<file path="config.mk">
export PLATFORM = sky130hd
export DESIGN_NAME = mc_ctrl
export DESIGN_NICKNAME = d
export VERILOG_FILES = /design/src/rtl/ctrl_encode_def.sv /design/src/rtl/mc_decode.sv /design/src/rtl/mc_ctrl.sv
export SDC_FILE = /design/constraint.sdc
export NUM_CORES = 1
export LEC_CHECK = 0
export ABC_AREA = 0
export CORE_UTILIZATION = 30
export CTS_CLUSTER_SIZE = 30
export DETAILED_ROUTE_END_ITERATION = 10
export SKIP_CTS_REPAIR_TIMING = 1
export SYNTH_ARGS = -nofsm -noshare
export SYNTH_HDL_FRONTEND = slang
export SYNTH_SLANG_ARGS = --single-unit
</file>
<file path="constraint.sdc">
create_clock -name clk -period 2.1 [get_ports clk]
set_input_delay 0.21 -clock clk [delete_from_list [all_inputs] [get_ports clk]]
set_output_delay 0.21 -clock clk [all_outputs]
set_load 0.01 [all_outputs]
</file>
<file path="src/rtl/ctrl_encode_def.sv">
// Shared encodings for the multi-cycle MIPS control path: FSM states, opcodes,
// funct codes and the mux/ALU select values used by the datapath.
package ctrl_encode_def;

  typedef enum logic [2:0] {
    S_IF  = 3'd0,
    S_ID  = 3'd1,
    S_EXE = 3'd2,
    S_MEM = 3'd3,
    S_WB  = 3'd4
  } state_t;

  localparam logic [5:0] OP_RTYPE = 6'h00;
  localparam logic [5:0] OP_J     = 6'h02;
  localparam logic [5:0] OP_JAL   = 6'h03;
  localparam logic [5:0] OP_BEQ   = 6'h04;
  localparam logic [5:0] OP_BNE   = 6'h05;
  localparam logic [5:0] OP_ADDI  = 6'h08;
  localparam logic [5:0] OP_ORI   = 6'h0D;
  localparam logic [5:0] OP_LUI   = 6'h0F;
  localparam logic [5:0] OP_LW    = 6'h23;
  localparam logic [5:0] OP_SW    = 6'h2B;

  localparam logic [5:0] FUNCT_SLL = 6'h00;
  localparam logic [5:0] FUNCT_SRL = 6'h02;
  localparam logic [5:0] FUNCT_JR  = 6'h08;
  localparam logic [5:0] FUNCT_ADD = 6'h20;
  localparam logic [5:0] FUNCT_SUB = 6'h22;
  localparam logic [5:0] FUNCT_AND = 6'h24;
  localparam logic [5:0] FUNCT_OR  = 6'h25;
  localparam logic [5:0] FUNCT_SLT = 6'h2A;

  localparam logic [3:0] ALU_NOP = 4'd0;
  localparam logic [3:0] ALU_ADD = 4'd1;
  localparam logic [3:0] ALU_SUB = 4'd2;
  localparam logic [3:0] ALU_AND = 4'd3;
  localparam logic [3:0] ALU_OR  = 4'd4;
  localparam logic [3:0] ALU_SLT = 4'd5;
  localparam logic [3:0] ALU_SLL = 4'd6;
  localparam logic [3:0] ALU_SRL = 4'd7;
  localparam logic [3:0] ALU_LUI = 4'd8;

  localparam logic [1:0] NPC_PLUS4  = 2'b00;
  localparam logic [1:0] NPC_BRANCH = 2'b01;
  localparam logic [1:0] NPC_JUMP   = 2'b10;
  localparam logic [1:0] NPC_JR     = 2'b11;

  localparam logic [1:0] WD_ALUOUT = 2'b00;
  localparam logic [1:0] WD_MDR    = 2'b01;
  localparam logic [1:0] WD_PC     = 2'b10;

  localparam logic [1:0] GPR_RD = 2'b00;
  localparam logic [1:0] GPR_RT = 2'b01;
  localparam logic [1:0] GPR_RA = 2'b10;

  // Instruction-class one-hots plus the operand selects that go with them.
  typedef struct packed {
    logic rtype;
    logic itype_alu;
    logic load;
    logic store;
    logic branch;
    logic bne;
    logic jump;
    logic jal;
    logic jr;
    logic illegal;
    logic alu_src_a;
    logic alu_src_b;
  } dec_t;

endpackage

</file>
<file path="src/rtl/mc_decode.sv">
// Combinational instruction classifier: op/funct to class one-hots, ALU
// function, operand selects and immediate extension mode.
module mc_decode
  import ctrl_encode_def::*;
(
  input  logic [5:0] op,
  input  logic [5:0] funct,
  output dec_t       dec,
  output logic [3:0] alu_op,
  output logic       ext_op
);

  always_comb begin
    dec    = '0;
    alu_op = ALU_NOP;
    ext_op = 1'b0;
    case (op)
      OP_RTYPE: begin
        dec.rtype = 1'b1;
        case (funct)
          FUNCT_ADD: alu_op = ALU_ADD;
          FUNCT_SUB: alu_op = ALU_SUB;
          FUNCT_AND: alu_op = ALU_AND;
          FUNCT_OR:  alu_op = ALU_OR;
          FUNCT_SLT: alu_op = ALU_SLT;
          FUNCT_SLL: begin alu_op = ALU_SLL; dec.alu_src_a = 1'b1; end
          FUNCT_SRL: begin alu_op = ALU_SRL; dec.alu_src_a = 1'b1; end
          FUNCT_JR:  begin dec.rtype = 1'b0; dec.jr = 1'b1; end
          default:   begin dec.rtype = 1'b0; dec.illegal = 1'b1; end
        endcase
      end
      OP_ADDI: begin dec.itype_alu = 1'b1; dec.alu_src_b = 1'b1; alu_op = ALU_ADD; ext_op = 1'b1; end
      OP_ORI:  begin dec.itype_alu = 1'b1; dec.alu_src_b = 1'b1; alu_op = ALU_OR;  end
      OP_LUI:  begin dec.itype_alu = 1'b1; dec.alu_src_b = 1'b1; alu_op = ALU_LUI; end
      OP_LW:   begin dec.load  = 1'b1; dec.alu_src_b = 1'b1; alu_op = ALU_ADD; ext_op = 1'b1; end
      OP_SW:   begin dec.store = 1'b1; dec.alu_src_b = 1'b1; alu_op = ALU_ADD; ext_op = 1'b1; end
      // Branches compare A-B; the sign-extended offset feeds the NPC unit.
      OP_BEQ:  begin dec.branch = 1'b1; alu_op = ALU_SUB; ext_op = 1'b1; end
      OP_BNE:  begin dec.branch = 1'b1; dec.bne = 1'b1; alu_op = ALU_SUB; ext_op = 1'b1; end
      OP_J:    dec.jump = 1'b1;
      OP_JAL:  dec.jal  = 1'b1;
      default: dec.illegal = 1'b1;
    endcase
  end

endmodule

</file>
<file path="src/rtl/mc_ctrl.sv">
// Multi-cycle MIPS control unit: state register plus state/IR-decoded
// datapath enables and mux selects.
module mc_ctrl
  import ctrl_encode_def::*;
#(
  parameter int RA_IDX = 31
) (
  input  logic       clk,
  input  logic       rstn,
  input  logic [5:0] op,
  input  logic [5:0] funct,
  input  logic       zero,
  output logic       PCWrite,
  output logic [1:0] NPCOp,
  output logic       IRWrite,
  output logic       IorD,
  output logic       MemWrite,
  output logic       RegWrite,
  output logic [1:0] GPRSel,
  output logic [1:0] WDSel,
  output logic       EXTOp,
  output logic       ALUSrcA,
  output logic       ALUSrcB,
  output logic [3:0] ALUOp,
  output logic       illegal,
  output logic [2:0] state_o
);

  // GPRSel=10 selects RA_IDX in the datapath; reject indices outside the file.
  if (RA_IDX < 0 || RA_IDX > 31) begin : g_ra_range
    $error("mc_ctrl: RA_IDX must be a register index 0..31");
  end

  state_t     state_q, state_d;
  dec_t       dec;
  logic [3:0] alu_op;
  logic       ext_op;
  logic       pc_write_c, ir_write_c, mem_write_c, reg_write_c, illegal_c;

  mc_decode u_decode (
    .op     (op),
    .funct  (funct),
    .dec    (dec),
    .alu_op (alu_op),
    .ext_op (ext_op)
  );

  always_ff @(posedge clk or negedge rstn) begin
    if (!rstn) state_q <= S_IF;
    else       state_q <= state_d;
  end

  always_comb begin
    state_d     = S_IF;
    pc_write_c  = 1'b0;
    ir_write_c  = 1'b0;
    mem_write_c = 1'b0;
    reg_write_c = 1'b0;
    illegal_c   = 1'b0;
    NPCOp       = NPC_PLUS4;
    IorD        = 1'b0;
    GPRSel      = GPR_RD;
    WDSel       = WD_ALUOUT;
    EXTOp       = 1'b0;
    ALUSrcA     = 1'b0;
    ALUSrcB     = 1'b0;
    ALUOp       = ALU_NOP;
    case (state_q)
      S_IF: begin
        ir_write_c = 1'b1;
        pc_write_c = 1'b1;
        state_d    = S_ID;
      end
      S_ID: begin
        state_d = S_EXE;
        if (dec.jump || dec.jal) begin
          pc_write_c = 1'b1;
          NPCOp      = NPC_JUMP;
          state_d    = S_IF;
        end
        // PC was already advanced in S_IF, so the link value is PC+4.
        if (dec.jal) begin
          reg_write_c = 1'b1;
          GPRSel      = GPR_RA;
          WDSel       = WD_PC;
        end
        if (dec.jr) begin
          pc_write_c = 1'b1;
          NPCOp      = NPC_JR;
          state_d    = S_IF;
        end
        if (dec.illegal) begin
          illegal_c = 1'b1;
          state_d   = S_IF;
        end
      end
      S_EXE: begin
        ALUSrcA = dec.alu_src_a;
        ALUSrcB = dec.alu_src_b;
        EXTOp   = ext_op;
        ALUOp   = alu_op;
        if (dec.branch) begin
          pc_write_c = dec.bne ? ~zero : zero;
          NPCOp      = NPC_BRANCH;
          state_d    = S_IF;
        end else if (dec.load || dec.store) begin
          state_d = S_MEM;
        end else begin
          state_d = S_WB;
        end
      end
      S_MEM: begin
        IorD = 1'b1;
        if (dec.store) begin
          mem_write_c = 1'b1;
          state_d     = S_IF;
        end else begin
          state_d = S_WB;
        end
      end
      S_WB: begin
        reg_write_c = 1'b1;
        if (dec.load) begin
          WDSel  = WD_MDR;
          GPRSel = GPR_RT;
        end else if (dec.itype_alu) begin
          GPRSel = GPR_RT;
        end else if (dec.rtype) begin
          GPRSel = GPR_RD;
        end
        state_d = S_IF;
      end
      default: state_d = S_IF;
    endcase
  end

  // Reset holds state at S_IF, whose fetch enables must not fire until released.
  assign PCWrite  = pc_write_c  & rstn;
  assign IRWrite  = ir_write_c  & rstn;
  assign MemWrite = mem_write_c & rstn;
  assign RegWrite = reg_write_c & rstn;
  assign illegal  = illegal_c   & rstn;
  assign state_o  = state_q;

endmodule

</file>
* After elaboration in Yosys (flattened, before gate mapping) *
Index checks and enable logic that the tools add are counted.

word-level totals
  flip-flop bits (word level) = 3
  input bits = 15
  word-level logic and storage cells = 91

operators by class
  equality and inequality tests = 20
  muxes and demuxes = 51
  bitwise logic cells = 6
  reduce and logical (&&, ||, !) cells = 13

operator list
  kind                number
  $eq 6x6->1 const B  7
  $mux 1              32
  $eq 6x4->1 const B  4
  $pmux 3 s7          1
  $pmux 4 s5          1
  $eq 6x2->1 const B  3
  $mux 3              5
  $eq 6x3->1 const B  2
  $logic_not 6->1     2
  $pmux 2 s2          3
  $pmux 3 s4          1
  $reduce_or 5->1     2
  $reduce_or 9->1     1
  $mux 2              4
  $reduce_or 8->1     1
  $eq 3x2->1 const B  2
  $reduce_or 3->1     2
  $and 1x1->1         5
  $mux 4              1
  $pmux 1 s2          2
  $reduce_or 2->1     2
  $eq 3x1->1 const B  1
  $eq 3x3->1 const B  1
  $logic_not 3->1     1
  3 further kinds     4

* Longest topological paths before layout *
  depth in word-level cells = 7
  depth in mapped cells = 6

* Modules after synthesis *
A second synthesis with hierarchy kept.

second synthesis, totals
  cell total of the unflattened synthesis = 114
  area, all modules = 810.8 sq um

by module, submodules not included
  module     times used  cells each  area an instance (sq um)  sequential area each (sq um)
  mc_decode  1           68          435.4                     0.0
  mc_ctrl    1           46          375.4                     75.1

* Worst setup path before layout *
Ideal clock, no wire load.

  kind = register to output
  from = reg state_q[1], in the netlist state_o[1]
  to = out PCWrite
  arrival time = 1.819 ns
  path slack = 0.071 ns
  cell stages (with the launch flop) = 6
  cell sequence = dfrtp_1 buf_6 or3b_4 or4_4 nor3_2 o311a_1

on the way
  cells in the longest elaborated chain, start to end = 3

RTL lines
  item                                      line            text
  start, declared                           mc_ctrl.sv:34   state_t state_q, state_d;
  start signal, assigned                    mc_ctrl.sv:50   else state_q <= state_d;
  $eq 3x2->1, or another cell as far along  mc_ctrl.sv:68   case (state_q)
  $pmux 1 s3 (*)                            mc_ctrl.sv:68
  $and 1x1->1 (*)                           mc_ctrl.sv:138  assign PCWrite = pc_write_c & rstn;
  end, declared                             mc_ctrl.sv:13   output logic PCWrite,

Mark *: on every way between the ends. The rest lies on a longest branch, timed or not.

* Final worst setup path *
  from = in funct[0]
  to = out ALUOp[2]

on the way
  cells in the longest elaborated chain, start to end = 4

RTL lines
  item                                      line             text
  start, declared                           mc_ctrl.sv:11    input logic [5:0] funct,
  $eq 6x2->1, or another cell as far along  mc_decode.sv:20  case (funct)
  $pmux 3 s7 (*)                            mc_decode.sv:20
  $pmux 4 s5 (*)                            mc_decode.sv:17  case (op)
  $mux 4 (*)                                mc_ctrl.sv:68
  end, declared                             mc_ctrl.sv:24    output logic [3:0] ALUOp,

Marks and branches as above.

==> run summary <==
=================================================================================================================
Status ............................................................................................. complete, but fails checks
Violated checks .................................................................................... negative setup slack
Antenna violations before repair ...................................................................            0
Initial DRT Pass Iterations ........................................................................            4
Share of layout cells above drive strength 1 .......................................................        0.431
Fin area ...........................................................................................     1580 µm²
Worst Path Class, Setup ............................................................................ input port to output port
Minimum setup slack in the final design ............................................................   -0.0498 ns
Largest fanout on the critical path ................................................................            4
Length of routed met2 wiring .......................................................................      1610 µm
Share of async-settable or async-resettable flops after synthesis ..................................         1.00
Mean post-synth cell area ..........................................................................     7.20 µm²
Kind of end point of the critical path .............................................................  output port
Crit path required time ............................................................................      1.89 ns
Clock-pin slew reported for the worst setup and hold paths after clock tree synthesis ..............      0.04 ns
Total CTS buffers ..................................................................................            3
Post-Synth XOR/XNOR Area ...........................................................................       0.0348
Half-perimeter wire length after placement .........................................................      2270 µm
Total via count in the routed design ...............................................................         1132
Antenna-violating nets left ........................................................................            0
Post-Place Cell Area ...............................................................................     1390 µm²
DRC marker count from the first detailed-route iteration ...........................................           19
Metal-1 WL .........................................................................................      1270 µm
Largest net degree at the start of global routing ..................................................           13
Overflow left after global routing .................................................................            0
Routed length on met3 ..............................................................................       172 µm
Reg2reg path depth .................................................................................            5
GRT Total Usage ....................................................................................        0.218
Die X-Extent .......................................................................................      52.2 µm
Post-layout util ...................................................................................        0.686
Headroom to the max-slew limit .....................................................................        0.766
Leakage ............................................................................................     0.874 nW
IO Port Bufs .......................................................................................           36
Peak supply drop ...................................................................................     0.465 mV
Multi-input logic area .............................................................................      677 µm²
Total Neg Setup Slack ..............................................................................   -0.0867 ns
Commonest cells after routing, fill and taps aside ................................................. 43 x buf_4, 20 x dlymetal6s2s_1, 9 x clkdlybuf4s50_1, 7 x nor2_1
Final setup viols ..................................................................................            2
Distinct cell type count of the synthesized netlist ................................................           47
Arithmetic-cell share of the synthesized area counting full adders, half adders and majority gates .            0
Final Max Tran Viols ...............................................................................            0
Final count of hold timing violations ..............................................................            0
Post-detailed-route via-to-cell ratio ..............................................................         5.42
Main combinational cell family by area after synthesis ............................................. simple AND/OR/NAND/NOR gates
CTS HTree Levels ...................................................................................            1
Leading cell type in the layout, fill and taps excluded ............................................        buf_4
Total I/O pin count ................................................................................           37
Data arrival at the endpoint of the critical path ..................................................      1.94 ns
Reg area ...........................................................................................     75.1 µm²
Power per cell area ................................................................................   384 nW/µm²
Reg2reg end ........................................................................................   state_o[1]
Clock Sink Count ...................................................................................            3
Synth Flop Type ....................................................................................      dfrtp_1
Highest Clock Rate .................................................................................      465 MHz
Count of warnings emitted by yosys .................................................................            0
Max-cap violations .................................................................................            0
Total power draw ...................................................................................     0.604 mW
Class of the worst hold path ....................................................................... input port to asynchronous set/reset pin
Cell with the biggest individual delay on the critical path ........................................        or4_1
Register-to-register setup slack ...................................................................      0.40 ns
Smallest hold slack ................................................................................     0.315 ns
Worst setup SP type ................................................................................   input port
Post-synthesis net count ...........................................................................          120
Routed wire length per instance ....................................................................      14.6 µm
Worst slack, placed ................................................................................    -0.606 ns
Starting density of the core .......................................................................        0.329
Transition at the pin with the smallest max-transition slack .......................................     0.351 ns
RD Place Congestion ................................................................................        0.765
Final #Nets ........................................................................................          197
Multiplexer area fraction after synthesis ..........................................................            0
Clock Skews ........................................................................................   0.00389 ns
Setup repair after global routing missed its margin ................................................         true
Antenna Diode Count ................................................................................            0
Seq cells post-synth ...............................................................................            3
Die area ...........................................................................................     2720 µm²
Synthesized cell area ..............................................................................      756 µm²
Family of cells with the greatest summed delay on the critical path ................................ buffers and inverters
Number of flip-flops under the largest register name ...............................................            3
Layout filler cell count ...........................................................................          198
Top layer in use ...................................................................................         met4
CTS tree ...........................................................................................         done
Area fraction in compound gates after synthesis ....................................................        0.310
Number of synthesized flops with an enable pin .....................................................            0
Insertion delay to the later sink of the worst-skew pair ...........................................      0.23 ns
Worst Path Buf+Inv .................................................................................            2
Shortest period the worst path allows ..............................................................      2.15 ns
Cell chain of the critical path .................................................................... clkdlybuf4s50_1 > or4_1 > a21o_1 > a2111oi_1 > dlymetal6s2s_1
Final instance count without filler cells ..........................................................          209
Buffer type at the clock tree root .................................................................     clkbuf_4
Total routed wirelength ............................................................................      3060 µm
Remaining DRCs .....................................................................................            0
Slowest Stage Delay on Critical Path ...............................................................      0.52 ns
Clk buf depth ......................................................................................            2
Synthesis-to-layout area growth ....................................................................         108%
Area of the placeable core .........................................................................     2300 µm²
Synthesized instance count .........................................................................          105
Vertical die dimension .............................................................................      52.2 µm
Vias in the first global route .....................................................................         1072
Final clock period utilization by the worst path ...................................................         1.02
Sequential cell area fraction in the yosys report ..................................................       0.0993
Beginning of the worst register-to-register path ...................................................   state_o[2]
Number of placement rows ...........................................................................           17
Wire length of the first global-routing pass .......................................................      4550 µm
Simple logic cell fraction of the synthesized area .................................................        0.470
Placed Cells incl. Taps ............................................................................          198
=================================================================================================================
-- how the worst max path moves through the flow --
| stage | start | slack, ns | depth (start not counted) | to |
|---|---|---|---|---|
| after floorplan | state_o[1] | 0.07 | 5 | PCWrite |
| after global placement | funct[5] | -0.53 | 6 | ALUOp[2] |
| after detailed placement | funct[5] | -0.61 | 6 | ALUOp[2] |
| after CTS | funct[5] | -0.62 | 6 | ALUOp[2] |
| after global routing | state_o[2] | -0.12 | 5 | PCWrite |
| final | funct[0] | -0.05 | 5 | ALUOp[2] |
-- worst register-to-register path, stage by stage, from the launching register on --
cell     delay [ns]
dfrtp_1        0.38
or3b_4         0.40
buf_4          0.16
or2_2          0.27
o31a_2         0.11
o32ai_1        0.26
-- cells in the mapped netlist, types with 2 or more instances --
cell type / count / share of area
o32ai_1: 2 / 0.023
clkbuf_1: 4 / 0.020
a21boi_0: 2 / 0.020
nand3b_1: 4 / 0.040
inv_1: 3 / 0.015
buf_2: 4 / 0.026
or4_1: 2 / 0.020
dfrtp_1: 3 / 0.099
nand2b_1: 2 / 0.017
a21oi_1: 7 / 0.046
nand4b_1: 2 / 0.023
nor4b_1: 3 / 0.035
or3_1: 2 / 0.017
a31oi_1: 2 / 0.017
o21a_1: 3 / 0.030
nor2_1: 8 / 0.040
xnor2_1: 3 / 0.035
o21ai_0: 3 / 0.020
nor3b_1: 5 / 0.050
nor3_2: 4 / 0.053
nand2_1: 6 / 0.030
nor2b_1: 3 / 0.025
nor3_1: 3 / 0.020
or2_2: 2 / 0.017
-- final cells by class --
type | instances | share of cell area
multi-input cells | 89 | 0.430
clock buffers | 4 | 0.0167
repair buffers | 82 | 0.477
flip-flops and latches | 3 | 0.0477
well taps | 28 | 0.0222
inverters | 3 | 0.00715
-- logic make-up (layout without fill, tap and decap cells) --
| group | after synthesis | in the layout |
|---|---|---|
| compound gates | 32 | 32 |
| flops | 3 | 3 |
| buf+inv | 13 | 89 |
| xor+xnor | 3 | 3 |
| simple gates | 54 | 54 |
-- report_power, final --
group | switching [mW] | internal [mW] | total, mW
clock network | 0.0287 | 0.0711 | 0.0998
registers | 0.00610 | 0.0721 | 0.0782
logic | 0.189 | 0.237 | 0.426
-- metal layers --
layer  vias to the layer above  global-route usage
met1                       520               0.262
met4                         0              0.0570
met5                         -                   0
met3                         4             0.00290
li1                        557                   -
met2                        51               0.421
(Power assumes the default switching activity.)
